===== src/rtl/bcd_to_binary_seq.sv =====
// Sequential BCD-to-binary converter: one digit per clock, MSD first,
// acc = acc*10 + digit, with sticky overflow and invalid-digit flags.
module bcd_to_binary_seq #(
   parameter int binaryNumberWidth = 32,
   parameter int numberOfDigits    = 6
) (
   input  logic                                clk,
   input  logic                                rst_n,
   input  logic                                load,
   input  logic [numberOfDigits-1:0][3:0]      BinaryDecimal,
   output logic [binaryNumberWidth-1:0]        binaryNumber,
   output logic                                enaOut,
   output logic                                busy,
   output logic                                overflow,
   output logic                                invalidDigit
);

   localparam int W  = binaryNumberWidth;
   localparam int N  = numberOfDigits;
   localparam int CW = (N > 1) ? $clog2(N) : 1;

   typedef enum logic {IDLE, CONV} state_t;

   state_t           state, state_next;
   logic [4*N-1:0]   shreg;
   logic [W-1:0]     acc;
   logic [CW-1:0]    cnt;
   logic             ovf_s, inv_s;

   logic [3:0]       digit;
   logic [W+3:0]     full;
   logic             last, accept, ovf_now, inv_now;

   always_ff @(posedge clk or negedge rst_n) begin
      if (!rst_n) state <= IDLE;
      else        state <= state_next;
   end

   always_comb begin
      state_next = state;
      accept     = 1'b0;
      digit      = shreg[4*N-1 -: 4];
      // acc*10 as (acc<<3)+(acc<<1); four extra bits catch any carry out of W
      full       = ({4'b0000, acc} << 3) + ({4'b0000, acc} << 1) + {{W{1'b0}}, digit};
      last       = (cnt == '0);
      ovf_now    = ovf_s | (|full[W+3:W]);
      inv_now    = inv_s | (digit > 4'd9);
      case (state)
         IDLE: begin
            if (load) begin
               accept     = 1'b1;
               state_next = CONV;
            end
         end
         CONV: begin
            if (last) state_next = IDLE;
         end
         default: state_next = IDLE;
      endcase
   end

   assign busy = (state == CONV);

   always_ff @(posedge clk or negedge rst_n) begin
      if (!rst_n) begin
         shreg        <= '0;
         acc          <= '0;
         cnt          <= '0;
         ovf_s        <= 1'b0;
         inv_s        <= 1'b0;
         binaryNumber <= '0;
         overflow     <= 1'b0;
         invalidDigit <= 1'b0;
         enaOut       <= 1'b0;
      end else begin
         enaOut <= 1'b0;
         if (accept) begin
            shreg <= BinaryDecimal;
            acc   <= '0;
            cnt   <= CW'(N - 1);
            ovf_s <= 1'b0;
            inv_s <= 1'b0;
         end else if (state == CONV) begin
            acc   <= full[W-1:0];
            shreg <= shreg << 4;
            ovf_s <= ovf_now;
            inv_s <= inv_now;
            if (last) begin
               binaryNumber <= full[W-1:0];
               overflow     <= ovf_now;
               invalidDigit <= inv_now;
               enaOut       <= 1'b1;
            end else begin
               cnt <= cnt - CW'(1);
            end
         end
      end
   end

endmodule


===== config.mk =====
export PLATFORM = sky130hd
export DESIGN_NAME = bcd_to_binary_seq
export DESIGN_NICKNAME = d
export VERILOG_FILES = /design/src/rtl/bcd_to_binary_seq.sv
export SDC_FILE = /design/constraint.sdc
export NUM_CORES = 1
export LEC_CHECK = 0
export ABC_AREA = 1
export CAP_MARGIN = 0
export CELL_PAD_IN_SITES_DETAIL_PLACEMENT = 0
export CELL_PAD_IN_SITES_GLOBAL_PLACEMENT = 1
export CORE_MARGIN = 1
export CORE_UTILIZATION = 43
export CTS_CLUSTER_DIAMETER = 120
export DETAILED_ROUTE_END_ITERATION = 8
export GPL_TIMING_DRIVEN = 0
export PLACE_DENSITY = 0.86
export SETUP_SLACK_MARGIN = 0.2
export SYNTH_ARGS = -nofsm -noshare
export SYNTH_HDL_FRONTEND = slang
export SYNTH_SLANG_ARGS = --single-unit
export TNS_END_PERCENT = 20

===== constraint.sdc =====
create_clock -name clk -period 3.19 [get_ports clk]
set_clock_uncertainty 0.1 [all_clocks]
set_input_delay 0.4785 -clock clk [delete_from_list [all_inputs] [get_ports clk]]
set_output_delay 0.4785 -clock clk [all_outputs]
set_load 0.01 [all_outputs]

==> qor.csv, run 1 <==
metric;value;unit
outcome;complete, no violations;
sequential element share of the synthesized area;38.5;%
syn_area_per_cell;7.54;um^2
x dimension of the die;123;um
total overflow reported by the global router;0;
clock period minus final worst setup slack;2850;ps
via count of the first global-routing pass;5488;
post-route worst hold slack;381;ps
Worst slew margin;59.6;%
Tightest Hold Check Type;register to register;
share of post-route cells with drive strength above 1;5.22;%
Yosys cell types;37;
GRT Util Overall;23.6;%
terminus of the critical flop-to-flop path;ovf_s;
detailed-route DRC error count;0;
Clk Latency, worst-skew pair;360;ps
maximum net fanout on the critical path;3;
floorplan core area;14100;um^2
Worst Path Arrival;3000;ps
hold violation count in the final report;0;
number of pins exceeding their max-slew limit in the final report;0;
critical path launch point;acc[1];
sort of element at the end of the critical path;register;
residual antenna-violating net count after detailed routing;0;
total half-perimeter wirelength after legalization and detailed placement;12.9;mm
category of the most critical setup path;register to register;
flip-flop and latch count after synthesis;97;
leading register cell type out of synthesis;sky130_fd_sc_hd__dfrtp_1;
first-pass GRT wire length;27.4;mm
number of cell instances on the worst register-to-register path;18;
total nets after synthesis;930;
Syn. warnings;0;
RSZ-0062 raised after global routing;no;
Top-Level Pins;63;
startpoint type of the worst setup path;register;
Mapped Area;6300;um^2
drt first pass iters;4;
final setup fails;0;
flop2flop setup slack;340;ps
number of inserted diodes;0;
clk buf depth;2;
IO buf count;62;
cts bufs inserted;9;
Min-Delay Startpoint;binaryNumber[26];
DIE AREA;15100;um^2
wire length reported by the detailed router;16.0;mm
num rows;43;
top-area cell type share of the netlist area;38.5;%
Data required, critical path;3340;ps
cell with the most instances after synthesis;sky130_fd_sc_hd__nand2_1;
placer congestion estimate;0.929;
routed wire length per instance;14.6;um
clock tree from TritonCTS;yes;
fill count;1390;
antenna violations before repair;0;
count of flip-flops with a built-in enable after synthesis;0;
initial core utilization;44.7;%
fraction of registers with async set or reset after synthesis;100;%
share of the clock period used by the worst path after layout;89.4;%
via count;5534;
Clock Pin Slew Worst Setup and Hold Paths;70;ps
Max Clock Freq;0.351;GHz
worst setup path endpoint;ovf_s;
TritonCTS Sinks;97;
gate count after technology mapping;836;
final core utilization;53.6;%
final layout net count;1008;
# Max-Cap Violations;0;
largest net degree at the start of global routing;70;
final total negative setup slack;0;ps
layout-stage area growth over the synthesis result;19.8;%
leading area contributor after synthesis;sky130_fd_sc_hd__dfrtp_1;
Root Buffer;sky130_fd_sc_hd__clkbuf_16;
die height;123;um
cells taking the most area after synthesis;sky130_fd_sc_hd__dfrtp_1 39%, sky130_fd_sc_hd__nand2_1 17%, sky130_fd_sc_hd__ha_1 13%;
Initial DRC Count;317;
worst flop-to-flop path startpoint;acc[1];
Worst Tran Pin Value;605;ps
most instantiated cells after synthesis;288 x sky130_fd_sc_hd__nand2_1, 97 x sky130_fd_sc_hd__dfrtp_1, 96 x sky130_fd_sc_hd__inv_1;
routed vias/inst;5.04;
CTS H-Tree Depth;3;
==> metrics by stage <==
step | setup slack, ps | cell area [um^2] | cells
after floorplan | 656 | 6300 | 836
after global placement | -2130 | 7150 | 1078
after detailed placement | 256 | 7170 | 1079
after CTS | 227 | 7500 | 1096
after global routing | 166 | 7550 | 1099
final | 339 | 7550 | 1099
==> flip-flops by register name, summed over array words and instances, names as in the netlist <==
register and flops:
inv_s 1, busy 1, ovf_s 1, enaOut 1, acc 32, shreg 24, binaryNumber 32, invalidDigit 1
cnt 3, overflow 1
==> cell type report <==
type,count,area [um^2],area share [%]
clock inverters,5,85.1,1.13
inverters,100,375,4.97
plain buffers,20,77.6,1.03
well taps,180,225,2.98
repair buffers,67,678,8.98
flip-flops and latches,97,2430,32.2
multi-input cells,619,3450,45.7
clock buffers,11,233,3.08
==> repair_timing <==
| item | CTS | global route |
|---|---|---|
| resized for setup | 0 | 8 |
| setup buffers | 0 | 3 |
| endpoints found under the setup margin | 0 | 18 |
| endpoints found under the hold margin | 28 | 0 |
| hold buffers | 1 | 0 |
==> cells by family (layout without fill, tap and decap cells) <==
family,after synthesis,after routing,share of synthesized area [%]
xor+xnor,17,17,2.36
compound gates,115,115,11.1
flops,97,97,38.5
fa+ha+maj,67,67,13.5
buf+inv,120,203,7.19
simple gates,420,420,27.3
==> worst min path at each step <==
stage	to	slack, ps	cells after the start
after floorplan	acc[0]	80	0
after global placement	binaryNumber[27]	360	2
after detailed placement	acc[1]	330	1
after CTS	binaryNumber[25]	390	2
after global routing	binaryNumber[22]	400	2
final	binaryNumber[26]	380	2
==> layout by cell type (no fill, tap or decap), types with 6 or more instances in the layout <==
cell	count
sky130_fd_sc_hd__inv_1	96
sky130_fd_sc_hd__clkbuf_1	19
sky130_fd_sc_hd__nand2_2	10
sky130_fd_sc_hd__nand2_1	285
sky130_fd_sc_hd__nand3_1	43
sky130_fd_sc_hd__or2_1	6
sky130_fd_sc_hd__o211ai_1	8
sky130_fd_sc_hd__o21ai_0	46
sky130_fd_sc_hd__clkdlybuf4s50_1	61
sky130_fd_sc_hd__nor2_1	50
sky130_fd_sc_hd__ha_1	64
sky130_fd_sc_hd__xnor2_1	15
sky130_fd_sc_hd__o21bai_1	6
sky130_fd_sc_hd__clkbuf_16	9
sky130_fd_sc_hd__a21oi_1	31
sky130_fd_sc_hd__nor3_1	11
sky130_fd_sc_hd__o221ai_1	11
sky130_fd_sc_hd__dfrtp_1	97
==> worst max-delay path, cell delays in order, from the launching register on <==
cell                      delay, ps
sky130_fd_sc_hd__dfrtp_1        410
sky130_fd_sc_hd__ha_1           290
sky130_fd_sc_hd__ha_2           190
sky130_fd_sc_hd__inv_1           70
sky130_fd_sc_hd__fa_2           400
sky130_fd_sc_hd__inv_1           60
sky130_fd_sc_hd__nand2_1         70
sky130_fd_sc_hd__a21oi_2        190
sky130_fd_sc_hd__nand2_1         90
sky130_fd_sc_hd__nand2_2        130
sky130_fd_sc_hd__nand2_1         80
sky130_fd_sc_hd__nand2_2        110
sky130_fd_sc_hd__nand2_1         80
sky130_fd_sc_hd__nand3_1         70
sky130_fd_sc_hd__nand2_1         60
sky130_fd_sc_hd__nor2_2         140
sky130_fd_sc_hd__nand2_2        100
sky130_fd_sc_hd__nand2_1         70
sky130_fd_sc_hd__nand2_1         50
==> routing by layer <==
layer | track usage, % | wire length, um
met5 | 0 | 0
met4 | 6.85 | 231
met3 | 3.97 | 614
met2 | 37.1 | 7260
met1 | 33.4 | 7930
Power of run 1 is not shown: default switching activity piles up to over one toggle a cycle in this logic, so the estimate is an artifact.
==> run 2: changes to the inputs <==
--- a/config.mk
+++ b/config.mk
@@ -9,7 +9,7 @@
 export CAP_MARGIN = 0
 export CELL_PAD_IN_SITES_DETAIL_PLACEMENT = 0
 export CELL_PAD_IN_SITES_GLOBAL_PLACEMENT = 1
-export CORE_MARGIN = 1
+export CORE_MARGIN = 5
 export CORE_UTILIZATION = 43
 export CTS_CLUSTER_DIAMETER = 120
 export DETAILED_ROUTE_END_ITERATION = 8
==> run 2 against run 1 <==
Compared with the run above:
- via count down 0.63%
- worst hold slack worse by 1.7 ps
- maximum frequency increased by 0.40%
- sequential cell count unchanged
==> qor.csv, run 2 (same netlist as run 1, synthesis figures left out) <==
metric;value;unit;change
fill count;1457;;+4.8%
worst flop-to-flop path startpoint;acc[2];;
busiest metal layer after global routing;met2;;
hold violation count in the final report;0;;unchanged
residual antenna-violating net count after detailed routing;0;;unchanged
TritonCTS Sinks;97;;unchanged
detailed-route DRC error count;0;;unchanged
final layout net count;1012;;+0.40%
sort of element at the end of the critical path;register;;
GRT Util Overall;19.8;%;-3.8 points
drt first pass iters;5;;+1
placer congestion estimate;0.916;;-1.5%
# Max-Cap Violations;0;;unchanged
first-pass GRT wire length;26.5;mm;-3.4%
routed wire length per instance;14.5;um;-0.33%
die height;131;um;+6.5%
total overflow reported by the global router;0;;unchanged
Layout Cells excl Fill;1107;;+0.73%
largest net degree at the start of global routing;69;;-1.4%
layout-stage area growth over the synthesis result;20.3;%;
outcome;complete, no violations;;
Top-Level Pins;63;;unchanged
fraction of met3 tracks used by global routing;3.73;%;-0.24 points
routed vias/inst;4.97;;-1.4%
final setup fails;0;;unchanged
number of inserted diodes;0;;unchanged
num rows;44;;+2.3%
Clk Latency, worst-skew pair;360;ps;about the same
registers with the highest flip-flop counts;acc (32), binaryNumber (32), shreg (24);;
most common library cell in the layout ignoring fill and taps;sky130_fd_sc_hd__nand2_1;;
startpoint type of the worst setup path;register;;
post-route worst hold slack;379;ps;-1.67 ps
top library cells by usage in the layout, fill and taps aside;284 x sky130_fd_sc_hd__nand2_1, 97 x sky130_fd_sc_hd__dfrtp_1, 95 x sky130_fd_sc_hd__inv_1;;
clk buf depth;2;;unchanged
via count;5499;;-0.63%
clock tree from TritonCTS;yes;;
placed instance count;1083;;+0.37%
antenna violations before repair;0;;unchanged
Clock Pin Slew Worst Setup and Hold Paths;70;ps;about the same
final design area excluding fillers;7580;um^2;+0.41%
floorplan core area;14500;um^2;+2.7%
total half-perimeter wirelength after legalization and detailed placement;13.1;mm;+1.8%
DIE AREA;17200;um^2;+13%
CTS H-Tree Depth;3;;unchanged
share of the clock period used by the worst path after layout;89.0;%;-0.36 points
Worst slew margin;61.4;%;+1.8 points
Worst Path Arrival;3030;ps;+30 ps
maximum net fanout on the critical path;3;;unchanged
flop2flop setup slack;350;ps;about the same
worst hold path stage count;2;;unchanged
Initial DRC Count;266;;-16%
cts bufs inserted;9;;unchanged
GR Layer Usage met2;31.5;%;-5.6 points
share of post-route cells with drive strength above 1;6.18;%;+0.95 points
number of cell instances on the worst register-to-register path;16;;-2
Root Buffer;sky130_fd_sc_hd__clkbuf_16;;
Tightest Hold Check Type;register to register;;
wire length reported by the detailed router;16.1;mm;+0.40%
initial core utilization;43.5;%;-1.2 points
Min-Delay Startpoint;binaryNumber[25];;
via count of the first global-routing pass;5279;;-3.8%
x dimension of the die;131;um;+6.5%
category of the most critical setup path;register to register;;
capture endpoint of the worst hold path;binaryNumber[25];;
grt met1 use;27.8;%;-5.6 points
IO buf count;62;;unchanged
number of pins exceeding their max-slew limit in the final report;0;;unchanged
Worst Tran Pin Value;578;ps;-27.0 ps
clock period minus final worst setup slack;2840;ps;-11.5 ps
Data required, critical path;3380;ps;+40 ps
terminus of the critical flop-to-flop path;acc[20];;
Max Clock Freq;0.352;GHz;+0.40%
RSZ-0062 raised after global routing;no;;
Placed Instance Area;7180;um^2;about the same
[run 2: layout make-up]
cell class	instances	area, um^2	area share, %
plain buffers	20	77.6	1.02
clock buffers	9	225	2.97
clock inverters	7	78.8	1.04
inverters	100	375	4.95
multi-input cells	619	3460	45.6
flip-flops and latches	97	2430	32.0
well taps	184	230	3.04
repair buffers	71	708	9.34
[run 2: how the worst max path moves through the flow]
stage,to,slack (ps),start,depth (start not counted)
5_1_grt,ovf_s,180,acc[2],17
3_5_place_dp,ovf_s,250,acc[2],17
2_1_floorplan,ovf_s,660,acc[0],17
4_1_cts,ovf_s,210,acc[2],17
3_3_place_gp,acc[30],-2180,rst_n,1
6_report,acc[20],350,acc[2],16
[run 2: critical path: stages, from the launching register on]
cell and delay [ps]:
sky130_fd_sc_hd__dfrtp_1 350, sky130_fd_sc_hd__inv_1 80, sky130_fd_sc_hd__fa_1 520, sky130_fd_sc_hd__fa_2 380, sky130_fd_sc_hd__inv_1 70, sky130_fd_sc_hd__nand2_1 70
sky130_fd_sc_hd__a21oi_2 180, sky130_fd_sc_hd__nand2_1 90, sky130_fd_sc_hd__nand2_2 120, sky130_fd_sc_hd__buf_4 120, sky130_fd_sc_hd__inv_2 30, sky130_fd_sc_hd__o21bai_4 150
sky130_fd_sc_hd__nand2_1 70, sky130_fd_sc_hd__nand2_1 120, sky130_fd_sc_hd__xor2_2 180, sky130_fd_sc_hd__nand2_1 70, sky130_fd_sc_hd__nand2_1 70
[run 2: what timing repair did]
action / 4_1_cts / 5_1_grt
endpoints found under the hold margin: 29 / 0
setup buffers: 0 / 7
gates resized for setup: 0 / 11
hold buffers: 1 / 0
setup endpoints to repair: 0 / 16
[run 2: stage by stage]
stage	setup WS (ps)	TNS [ps]	util, %
after floorplan	656	0	-
after global placement	-2180	-209870	49.4
after detailed placement	251	0	49.6
after CTS	214	0	51.7
after global routing	180	0	52.4
final	351	0	52.4
[run 2: per-layer routing]
layer | share of wire (%) | wire length (um) | up-vias
met5 | 0 | 0 | -
met4 | 1.3 | 206 | 0
met3 | 5.1 | 821 | 12
met2 | 46 | 7370 | 94
met1 | 48 | 7700 | 2521
li1 | - | - | 2872
Power of run 2 is left out for the same reason.
